`config.mk`:
```
export PLATFORM = sky130hd
export DESIGN_NAME = video_scan_ctrl_flat
export DESIGN_NICKNAME = d
export VERILOG_FILES = /design/src/rtl/video_pkg.sv /design/src/rtl/video_scan_ctrl_if.sv /design/src/rtl/video_pos_counter.sv /design/src/rtl/video_scan_ctrl.sv /design/src/flat_wrapper.sv
export SDC_FILE = /design/constraint.sdc
export NUM_CORES = 1
export LEC_CHECK = 0
export CAP_MARGIN = 0
export CELL_PAD_IN_SITES_DETAIL_PLACEMENT = 1
export CELL_PAD_IN_SITES_GLOBAL_PLACEMENT = 1
export CORE_UTILIZATION = 40
export DETAILED_ROUTE_END_ITERATION = 16
export PLACE_DENSITY = 0.79
export SLEW_MARGIN = 40
export SYNTH_ARGS = -nofsm -noshare
export SYNTH_HDL_FRONTEND = slang
export SYNTH_SLANG_ARGS = --single-unit
```
`constraint.sdc`:
```
create_clock -name clk_i -period 2.47 [get_ports clk_i]
set_input_delay 0.741 -clock clk_i [delete_from_list [all_inputs] [get_ports clk_i]]
set_output_delay 0.741 -clock clk_i [all_outputs]
set_load 0.02 [all_outputs]
```
`src/rtl/video_pkg.sv`:
```
// Shared video timing types and default 640x480 timing.
// Used by the scan controller and video_generator instances.
package video_pkg;

   localparam int unsigned PosW = 10;

   localparam int unsigned DefColTotal  = 800;
   localparam int unsigned DefColActive = 640;
   localparam int unsigned DefHFp       = 16;
   localparam int unsigned DefHSync     = 96;
   localparam int unsigned DefRowTotal  = 525;
   localparam int unsigned DefRowActive = 480;
   localparam int unsigned DefVFp       = 10;
   localparam int unsigned DefVSync     = 2;

   typedef enum logic [1:0] {
      ST_IDLE,
      ST_RUN,
      ST_DRAIN
   } scan_state_e;

   function automatic logic in_window(
      input logic [PosW-1:0] pos,
      input int unsigned     lo,
      input int unsigned     len
   );
      int unsigned p;
      p = {{(32-PosW){1'b0}}, pos};
      return (p >= lo) && (p < lo + len);
   endfunction

endpackage

```
`src/rtl/video_scan_ctrl_if.sv`:
```
// Control/status bundle between control logic and the scan controller.
// The slave side is the controller; the master side is control logic.
interface video_scan_ctrl_if;

   logic        start_i;
   logic        stop_i;
   logic        rdy_o;
   logic        hsync_o;
   logic        vsync_o;
   logic        sof_o;
   logic        busy_o;
   logic [15:0] frame_cnt_o;

   modport master (
      output start_i,
      output stop_i,
      input  rdy_o,
      input  hsync_o,
      input  vsync_o,
      input  sof_o,
      input  busy_o,
      input  frame_cnt_o
   );

   modport slave (
      input  start_i,
      input  stop_i,
      output rdy_o,
      output hsync_o,
      output vsync_o,
      output sof_o,
      output busy_o,
      output frame_cnt_o
   );

endinterface

```
`src/rtl/video_pos_counter.sv`:
```
// Row/column position counter advancing on a strobe.
// Wrap rules match the video generator's internal counters.
module video_pos_counter
   import video_pkg::*;
#(
   parameter int unsigned NumColTotal = DefColTotal,
   parameter int unsigned NumRowTotal = DefRowTotal
) (
   input  logic            clk_i,
   input  logic            rst_i,
   input  logic            adv_i,
   output logic [PosW-1:0] row_o,
   output logic [PosW-1:0] col_o,
   output logic            frame_last_o
);

   localparam logic [PosW-1:0] ColLast = PosW'(NumColTotal - 1);
   localparam logic [PosW-1:0] RowLast = PosW'(NumRowTotal - 1);

   logic [PosW-1:0] row_d, row_q;
   logic [PosW-1:0] col_d, col_q;
   logic            col_last;
   logic            row_last;

   always_comb begin
      col_last = (col_q == ColLast);
      row_last = (row_q == RowLast);
      col_d    = col_q;
      row_d    = row_q;
      if (adv_i) begin
         if (col_last) begin
            col_d = '0;
            row_d = row_last ? '0 : row_q + 1'b1;
         end else begin
            col_d = col_q + 1'b1;
         end
      end
   end

   always_ff @(posedge clk_i or posedge rst_i) begin
      if (rst_i) begin
         row_q <= '0;
         col_q <= '0;
      end else begin
         row_q <= row_d;
         col_q <= col_d;
      end
   end

   assign row_o        = row_q;
   assign col_o        = col_q;
   assign frame_last_o = col_last && row_last;

endmodule

```
`src/rtl/video_scan_ctrl.sv`:
```
// Frame-level scan sequencer: paces the generator strobe and
// produces syncs aligned with the generator's den/pix outputs.
module video_scan_ctrl
   import video_pkg::*;
#(
   parameter int unsigned NumColTotal   = DefColTotal,
   parameter int unsigned NumColActive  = DefColActive,
   parameter int unsigned HFrontPorch   = DefHFp,
   parameter int unsigned HSyncWidth    = DefHSync,
   parameter int unsigned NumRowTotal   = DefRowTotal,
   parameter int unsigned NumRowActive  = DefRowActive,
   parameter int unsigned VFrontPorch   = DefVFp,
   parameter int unsigned VSyncWidth    = DefVSync,
   parameter int unsigned ClkDiv        = 1,
   parameter bit          SyncActiveLow = 1'b1
) (
   input  logic              clk_i,
   input  logic              rst_i,
   video_scan_ctrl_if.slave  bus
);

   localparam logic [3:0] DivLast = 4'(ClkDiv - 1);
   localparam logic       SyncLow = SyncActiveLow;
   localparam int unsigned HsLo   = NumColActive + HFrontPorch;
   localparam int unsigned VsLo   = NumRowActive + VFrontPorch;

   scan_state_e     state_d, state_q;
   logic [3:0]      div_d, div_q;
   logic            hs_d, hs_q;
   logic            vs_d, vs_q;
   logic [15:0]     fcnt_d, fcnt_q;
   logic [PosW-1:0] row, col;
   logic            frame_last;
   logic            busy;
   logic            rdy;
   logic            frame_done;

   video_pos_counter #(
      .NumColTotal (NumColTotal),
      .NumRowTotal (NumRowTotal)
   ) u_pos (
      .clk_i        (clk_i),
      .rst_i        (rst_i),
      .adv_i        (rdy),
      .row_o        (row),
      .col_o        (col),
      .frame_last_o (frame_last)
   );

   assign busy       = (state_q != ST_IDLE);
   assign rdy        = busy && (div_q == 4'd0);
   assign frame_done = rdy && frame_last;

   // A cancel (start without stop) in DRAIN keeps scanning even
   // when it lands on the last pixel, so no frame gap appears.
   always_comb begin
      state_d = state_q;
      unique case (state_q)
         ST_IDLE: begin
            if (bus.start_i) state_d = ST_RUN;
         end
         ST_RUN: begin
            if (bus.stop_i) state_d = ST_DRAIN;
         end
         ST_DRAIN: begin
            if (bus.start_i && !bus.stop_i) state_d = ST_RUN;
            else if (frame_done)            state_d = ST_IDLE;
         end
         default: state_d = ST_IDLE;
      endcase
   end

   always_comb begin
      div_d = div_q + 4'd1;
      if (!busy || div_q == DivLast) div_d = 4'd0;
   end

   always_comb begin
      hs_d   = hs_q;
      vs_d   = vs_q;
      fcnt_d = fcnt_q;
      if (rdy) begin
         hs_d = in_window(col, HsLo, HSyncWidth) ^ SyncLow;
         vs_d = in_window(row, VsLo, VSyncWidth) ^ SyncLow;
      end
      if (frame_done) fcnt_d = fcnt_q + 16'd1;
   end

   always_ff @(posedge clk_i or posedge rst_i) begin
      if (rst_i) begin
         state_q <= ST_IDLE;
         div_q   <= 4'd0;
         hs_q    <= SyncLow;
         vs_q    <= SyncLow;
         fcnt_q  <= 16'd0;
      end else begin
         state_q <= state_d;
         div_q   <= div_d;
         hs_q    <= hs_d;
         vs_q    <= vs_d;
         fcnt_q  <= fcnt_d;
      end
   end

   assign bus.rdy_o       = rdy;
   assign bus.hsync_o     = hs_q;
   assign bus.vsync_o     = vs_q;
   assign bus.sof_o       = rdy && (row == '0) && (col == '0);
   assign bus.busy_o      = busy;
   assign bus.frame_cnt_o = fcnt_q;

endmodule

```
`src/flat_wrapper.sv`:
```
// flat-port wrapper written by rule: the top's interface ports become plain ports
module video_scan_ctrl_flat import video_pkg::*;
#(
   parameter int unsigned NumColTotal   = DefColTotal,
   parameter int unsigned NumColActive  = DefColActive,
   parameter int unsigned HFrontPorch   = DefHFp,
   parameter int unsigned HSyncWidth    = DefHSync,
   parameter int unsigned NumRowTotal   = DefRowTotal,
   parameter int unsigned NumRowActive  = DefRowActive,
   parameter int unsigned VFrontPorch   = DefVFp,
   parameter int unsigned VSyncWidth    = DefVSync,
   parameter int unsigned ClkDiv        = 1,
   parameter bit          SyncActiveLow = 1'b1
)
  (clk_i, rst_i, bus_start_i, bus_stop_i, bus_rdy_o, bus_hsync_o, bus_vsync_o, bus_sof_o, bus_busy_o, bus_frame_cnt_o);
  video_scan_ctrl_if bus_i ();
  input  logic clk_i;
  input  logic rst_i;
  input wire logic [$bits(bus_i.start_i)-1:0] bus_start_i;
  input wire logic [$bits(bus_i.stop_i)-1:0] bus_stop_i;
  output wire logic [$bits(bus_i.rdy_o)-1:0] bus_rdy_o;
  output wire logic [$bits(bus_i.hsync_o)-1:0] bus_hsync_o;
  output wire logic [$bits(bus_i.vsync_o)-1:0] bus_vsync_o;
  output wire logic [$bits(bus_i.sof_o)-1:0] bus_sof_o;
  output wire logic [$bits(bus_i.busy_o)-1:0] bus_busy_o;
  output wire logic [$bits(bus_i.frame_cnt_o)-1:0] bus_frame_cnt_o;
  assign bus_i.start_i = bus_start_i;
  assign bus_i.stop_i = bus_stop_i;
  assign bus_rdy_o = bus_i.rdy_o;
  assign bus_hsync_o = bus_i.hsync_o;
  assign bus_vsync_o = bus_i.vsync_o;
  assign bus_sof_o = bus_i.sof_o;
  assign bus_busy_o = bus_i.busy_o;
  assign bus_frame_cnt_o = bus_i.frame_cnt_o;
  video_scan_ctrl #(.NumColTotal(NumColTotal), .NumColActive(NumColActive), .HFrontPorch(HFrontPorch), .HSyncWidth(HSyncWidth), .NumRowTotal(NumRowTotal), .NumRowActive(NumRowActive), .VFrontPorch(VFrontPorch), .VSyncWidth(VSyncWidth), .ClkDiv(ClkDiv), .SyncActiveLow(SyncActiveLow)) u_core (.clk_i(clk_i), .rst_i(rst_i), .bus(bus_i));
endmodule
```
# After elaboration in Yosys (flattened, before gate mapping)
# Cells that the tools add are included.
# W data, S select, Z words.
# word_totals
register_bits,44
in_bits,4
out_inout_bits,21
word_cells,50
# classes
n_addsub,4
magnitude_cmp,4
n_eq_ne,7
mux,8
n_bitwise,2
reduce_logical,18
# op_table
op,count
$add A10 B1 Y10 const B,2
$eq A10 B10 Y1 const B,2
$logic_not A10 Y1,2
$mux W10,2
$add A16 B1 Y16 const B,1
$ge A10 B10 Y1 const B,1
$ge A10 B9 Y1 const B,1
$lt A10 B10 Y1 const B,1
$lt A10 B9 Y1 const B,1
$logic_and A1 B1 Y1,8
$mux W2,4
$pmux W2 S3,1
$add A4 B1 Y4 const B,1
$logic_not A4 Y1,1
$mux W4,1
$ne A2 B2 Y1 const B,2
$ne A3 B1 Y1 const B,1
$reduce_and A3 Y1,1
$eq A2 B1 Y1 const B,1
$eq A2 B2 Y1 const B,1
$logic_not A1 Y1,2
$logic_not A2 Y1,1
$not A1 Y1,2
$reduce_and A2 Y1,1
2 further kinds,2

# Depth between registers and ports, before layout
# logic_depth
ltp_word,6
ltp_mapped,8
depth_no_buf,7

# Cells and area by module
# From an unflattened synthesis, not the netlist that was laid out.
# unflattened
hier_cells,220
area_unflattened_um2,2267.2
# by_module_without_submodules
mod,instances,cells_each,area_per_inst_um2,seq_area_each_um2
video_scan_ctrl,1,113,1177.4,603.1
video_pos_counter,1,107,1089.8,500.5

# Worst setup path before layout
# OpenSTA, ideal clock, no wires.
# synth_timing
path_type,flip-flop to output port
from,reg u_core.div_q[0]
to,out bus_sof_o
t_arrival_ns,2.034
required_ns,1.729
slack_ns,-0.305
stages_incl_launch_ff,8
path_buffers,1
path_cell_list,dfrtp_1 > inv_1 > ha_1 > or2b_2 > nor3_2 > clkbuf_1 > nand2_1 > nor2_1
# synth_between
elab_chain_len,4
# synth_lines
element,line,rtl
start: declaration,video_scan_ctrl.sv:28,"logic [3:0] div_d, div_q;"
start signal: assignment,video_scan_ctrl.sv:98,div_q <= div_d;
$logic_not A4 Y1,video_scan_ctrl.sv:51,assign rdy = busy && (div_q == 4'd0);
$logic_and A1 B1 Y1,video_scan_ctrl.sv:51,
net bus_rdy_o,flat_wrapper.sv:21,output wire logic [$bits(bus_i.rdy_o)-1:0] bus_rdy_o;
$logic_and A1 B1 Y1 (2 in series),video_scan_ctrl.sv:108,assign bus.sof_o = rdy && (row == '0) && (col == '0);
end: declaration,flat_wrapper.sv:24,output wire logic [$bits(bus_i.sof_o)-1:0] bus_sof_o;
# The timed path passes the listed nets, and every way through them passes these cells.

# Worst setup path in the final report
# layout_timing
from,"reg u_core.u_pos.row_q[1], in the netlist u_core.u_pos.row_o[1]"
to,out bus_sof_o
# layout_between
elab_chain_len,3
# layout_lines
element,line,rtl
start: declaration,video_pos_counter.sv:20,"logic [PosW-1:0] row_d, row_q;"
start signal: assignment,video_pos_counter.sv:45,row_q <= row_d;
$logic_not A10 Y1,video_scan_ctrl.sv:108,
$logic_and A1 B1 Y1 (2 in series),video_scan_ctrl.sv:108,
# No other way between the ends.

==> impl_metrics.toml <==
[sta]
relSlewSlack_pct = 58.21
slew_violations = 0
skew_ps = 6.318
rsz0062_at_grt = "yes"
hold_violations = 0
fmax_ghz = 0.3782
setup_ws_ps = -174.3
layout_min_cycle_time_ps = 2644
finalCritPeriodShare_pct = 107.1
worst_pin_slew_ps = 623.0
finalSetupViolCount = 1

[worst_setup_path]
crit_buf_inv = 2
cp_max_fo = 2
cpPeakStageDelay_ps = 480
reg2reg_from = "u_core.div_q[1]"
rr_endpoint = "u_core.u_pos.row_o[9]"
setup.worst_path.start_class = "register"
r2r_slack_ps = 160
crit_type = "register to primary output"
path_cells = "inv_2 > ha_1 > or4b_4 > nor3_4 > nand4_1 > nor2_4 > buf_6"
critical_path_required_ps = 1730
reg2reg_depth = 10
endpoint_kind = "primary output"
arrival_ps = 1900
cp_top_family = "simple AND/OR/NAND/NOR gates"
slowest_stage = "or4b_4"

[clock_tree]
cts_buffer_depth = 2
h-tree-depth = 2
cts_root_buf = "clkbuf_8"
ctsHoldBuffers = 0
clk_latency_ps = 300
cts.clk_slew.worst_paths_ps = 90
cts_sinks = 44
cts_tree = "yes"
cts_made_buffers = 5

[floorplanning]
fp.dieH_um = 78.52
start_util_pct = 42.02
row_count = 27
fp.dieW_um = 78.52
coreArea_mm2 = 0.005574
dieArea_mm2 = 0.006165
io_pins = 25

[synthesis]
syn-num-nets = 229
synth_ff_type = "dfrtp_1"
ys_seq_elements = 44
syn_avg_cell_area_um2 = 10.74
synth_warnings = 0
syn_inst = 218
synthArstFlopShare_pct = 100.0
syn-cell-area_mm2 = 0.002342
yosys.cell_types.count = 44
ys_seq_area_share_pct = 47.12
synth_enable_flop_cells = 0

[outcome]
status = "complete, but fails checks"
violations = "setup timing"

[power]
p_total_uw = 1970
leakage_uw = 0.001284
peakVddDrop_uv = 582.6
power.density_mw_per_mm2 = 673.0

[layout]
layout.cells.non_filler = 341
post-route-util_pct = 52.53
diodes = 0
fillers = 616
regArea_mm2 = 0.001104
nets = 279
drive_gt1_share_pct = 23.05
stdcell_area_mm2 = 0.002928
multi_input_area_mm2 = 0.001140
area_growth_pct = 25.00

[route]
drt-pass1-iter-count = 4
viasPerCell = 5.249
drc = 0
wl_per_cell_um = 15.89
via_count = 1790
drt_iter0_drc = 102
drtAntennaViolNets = 0
wl_um = 5418

[placement]
placed_cell_area_mm2 = 0.002784
placed_cells = 332
io_buffer_count = 24
dp_hpwl_um = 4043
place_congestion = 0.8354

[grt]
grt_pass1_wl_um = 9156
global_route.overflow_total = 0
grt_pass1_vias = 1923
gr-usage-all-layers_pct = 19.23
antenna_found_initial = 0
grt_max_degree = 20

[min_path]
hp-start = "u_core.bus.frame_cnt_o[15]"
hold_path_class = "register to register"
min_to = "u_core.bus.frame_cnt_o[15]"
whs_path_depth = 1

[flow_run]
max-cap-violations = 0
==> report_power, final <==
group          total, µW  internal, µW  switching (µW)
registers            874           791            82.1
logic                519           222             297
clock network        578           305             273
==> Yosys cell counts, drive strengths merged (2+ instances only) <==
master / n / area [µm²]
dfrtp: 42 / 1051
xnor2: 22 / 200.2
nand2: 17 / 63.81
nand3: 16 / 120.1
nand4: 15 / 108.9
nor2: 15 / 56.30
o21ai: 11 / 55.05
inv: 9 / 33.78
and3: 8 / 52.55
ha: 7 / 87.58
nor3: 7 / 40.04
a21oi: 4 / 20.02
and2: 4 / 25.02
nand2b: 4 / 25.02
nor4: 4 / 46.29
and4: 3 / 28.78
buf: 3 / 45.04
o31ai: 3 / 22.52
xor2: 3 / 26.28
a31oi: 2 / 12.51
clkbuf: 2 / 17.51
dfstp: 2 / 52.55
mux2: 2 / 22.52
nand3b: 2 / 15.01
nor3b: 2 / 15.01
==> state kept, by name (all words and copies together) (netlist names) <==
register and flops:
u_core.div_q 4, u_core.u_pos.col_o 10, u_core.bus.frame_cnt_o 16, u_core.bus.vsync_o 1, u_core.u_pos.row_o 10, u_core.bus.hsync_o 1, u_core.state_q 2
==> worst max path at each step <==
stage,startpoint,endpoint,slack (ps),cells after the start
floorplan,u_core.div_q[0],bus_sof_o,20,7
finish,u_core.u_pos.row_o[1],bus_sof_o,-170,7
global placement,u_core.u_pos.row_o[1],bus_sof_o,-400,7
CTS,u_core.u_pos.row_o[1],bus_sof_o,-230,7
global route,u_core.u_pos.row_o[0],bus_sof_o,-300,7
detailed placement,u_core.u_pos.row_o[1],bus_sof_o,-480,7
==> per-stage QoR <==
| stage | setup TNS [ps] | worst slack, ps | hold slack [ps] |
|---|---|---|---|
| global route | -336.0 | -296.3 | 498.8 |
| CTS | -229.1 | -229.1 | 483.0 |
| floorplan | 0 | 17.94 | 460.8 |
| global placement | -471.4 | -400.2 | 460.4 |
| detailed placement | -643.8 | -479.3 | 471.0 |
| finish | -174.3 | -174.3 | 479.5 |
==> final cells by class <==
class / count / area share, %
multi-input cells: 159 / 38.93
flip-flops and latches: 44 / 37.69
repair buffers: 49 / 15.21
well taps: 72 / 3.077
clock buffers: 5 / 2.350
clock inverters: 3 / 1.581
inverters: 9 / 1.154
==> cells in the final DEF, fill, tap and decap left out, types with 2 or more instances in the layout <==
cell type | synthesis | final
dfrtp_1 | 42 | 42
buf_4 | 0 | 24
xnor2_1 | 21 | 21
clkdlybuf4s50_1 | 0 | 21
nand2_1 | 17 | 17
nand4_1 | 14 | 14
nor2_1 | 15 | 13
o21ai_0 | 11 | 11
nand3_2 | 8 | 8
nand3_1 | 8 | 8
inv_1 | 9 | 7
ha_1 | 7 | 7
and3_1 | 6 | 6
nor3_1 | 6 | 5
clkbuf_8 | 1 | 5
and2_1 | 4 | 4
nand2b_1 | 4 | 4
a21oi_1 | 4 | 4
o31ai_1 | 3 | 3
xor2_1 | 3 | 3
nor3_4 | 0 | 2
and3_2 | 2 | 2
and4_1 | 2 | 2
nor4_1 | 2 | 2
nand3b_1 | 2 | 2
nor3b_1 | 2 | 2
a31oi_1 | 2 | 2
mux2_2 | 2 | 2
buf_6 | 0 | 2
dfstp_2 | 2 | 2
==> routing by layer <==
metal,up-vias,global-route usage (%),wire (µm),part of all wire [%]
met3,6,3.837,134,2.5
li1,865,-,-,-
met1,889,23.71,2413,45
met4,0,5.000,40,0.74
met5,-,0,0,0
met2,30,34.00,2831,52
==> worst register-to-register path, stage by stage, from the launching register on <==
cell	delay, ps
dfrtp_1	390
inv_1	70
ha_1	150
or2b_4	280
nor3_4	210
buf_6	130
buf_4	190
and3_1	220
buf_4	160
nand2_1	110
o31ai_1	280
==> repair_timing <==
| item | 4_1_cts | 5_1_grt |
|---|---|---|
| gates resized for setup | 14 | 4 |
| endpoints found under the setup margin | 3 | 4 |
| setup buffers | 0 | 1 |
| pin swaps | 2 | 1 |
==> cell families (layout without fill, tap and decap cells) <==
logic type	after synthesis	count (layout)	synth area share, %
flip-flops	44	44	47.12
adder cells (fa/ha/maj)	7	7	3.739
XOR/XNOR	25	25	9.669
buffers and inverters	15	66	5.502
AO/OA/AOI/OAI	23	23	5.716
AND/OR/NAND/NOR	102	102	27.30
multiplexers	2	2	0.9615
Note: power is estimated with default switching activity, not from simulation.
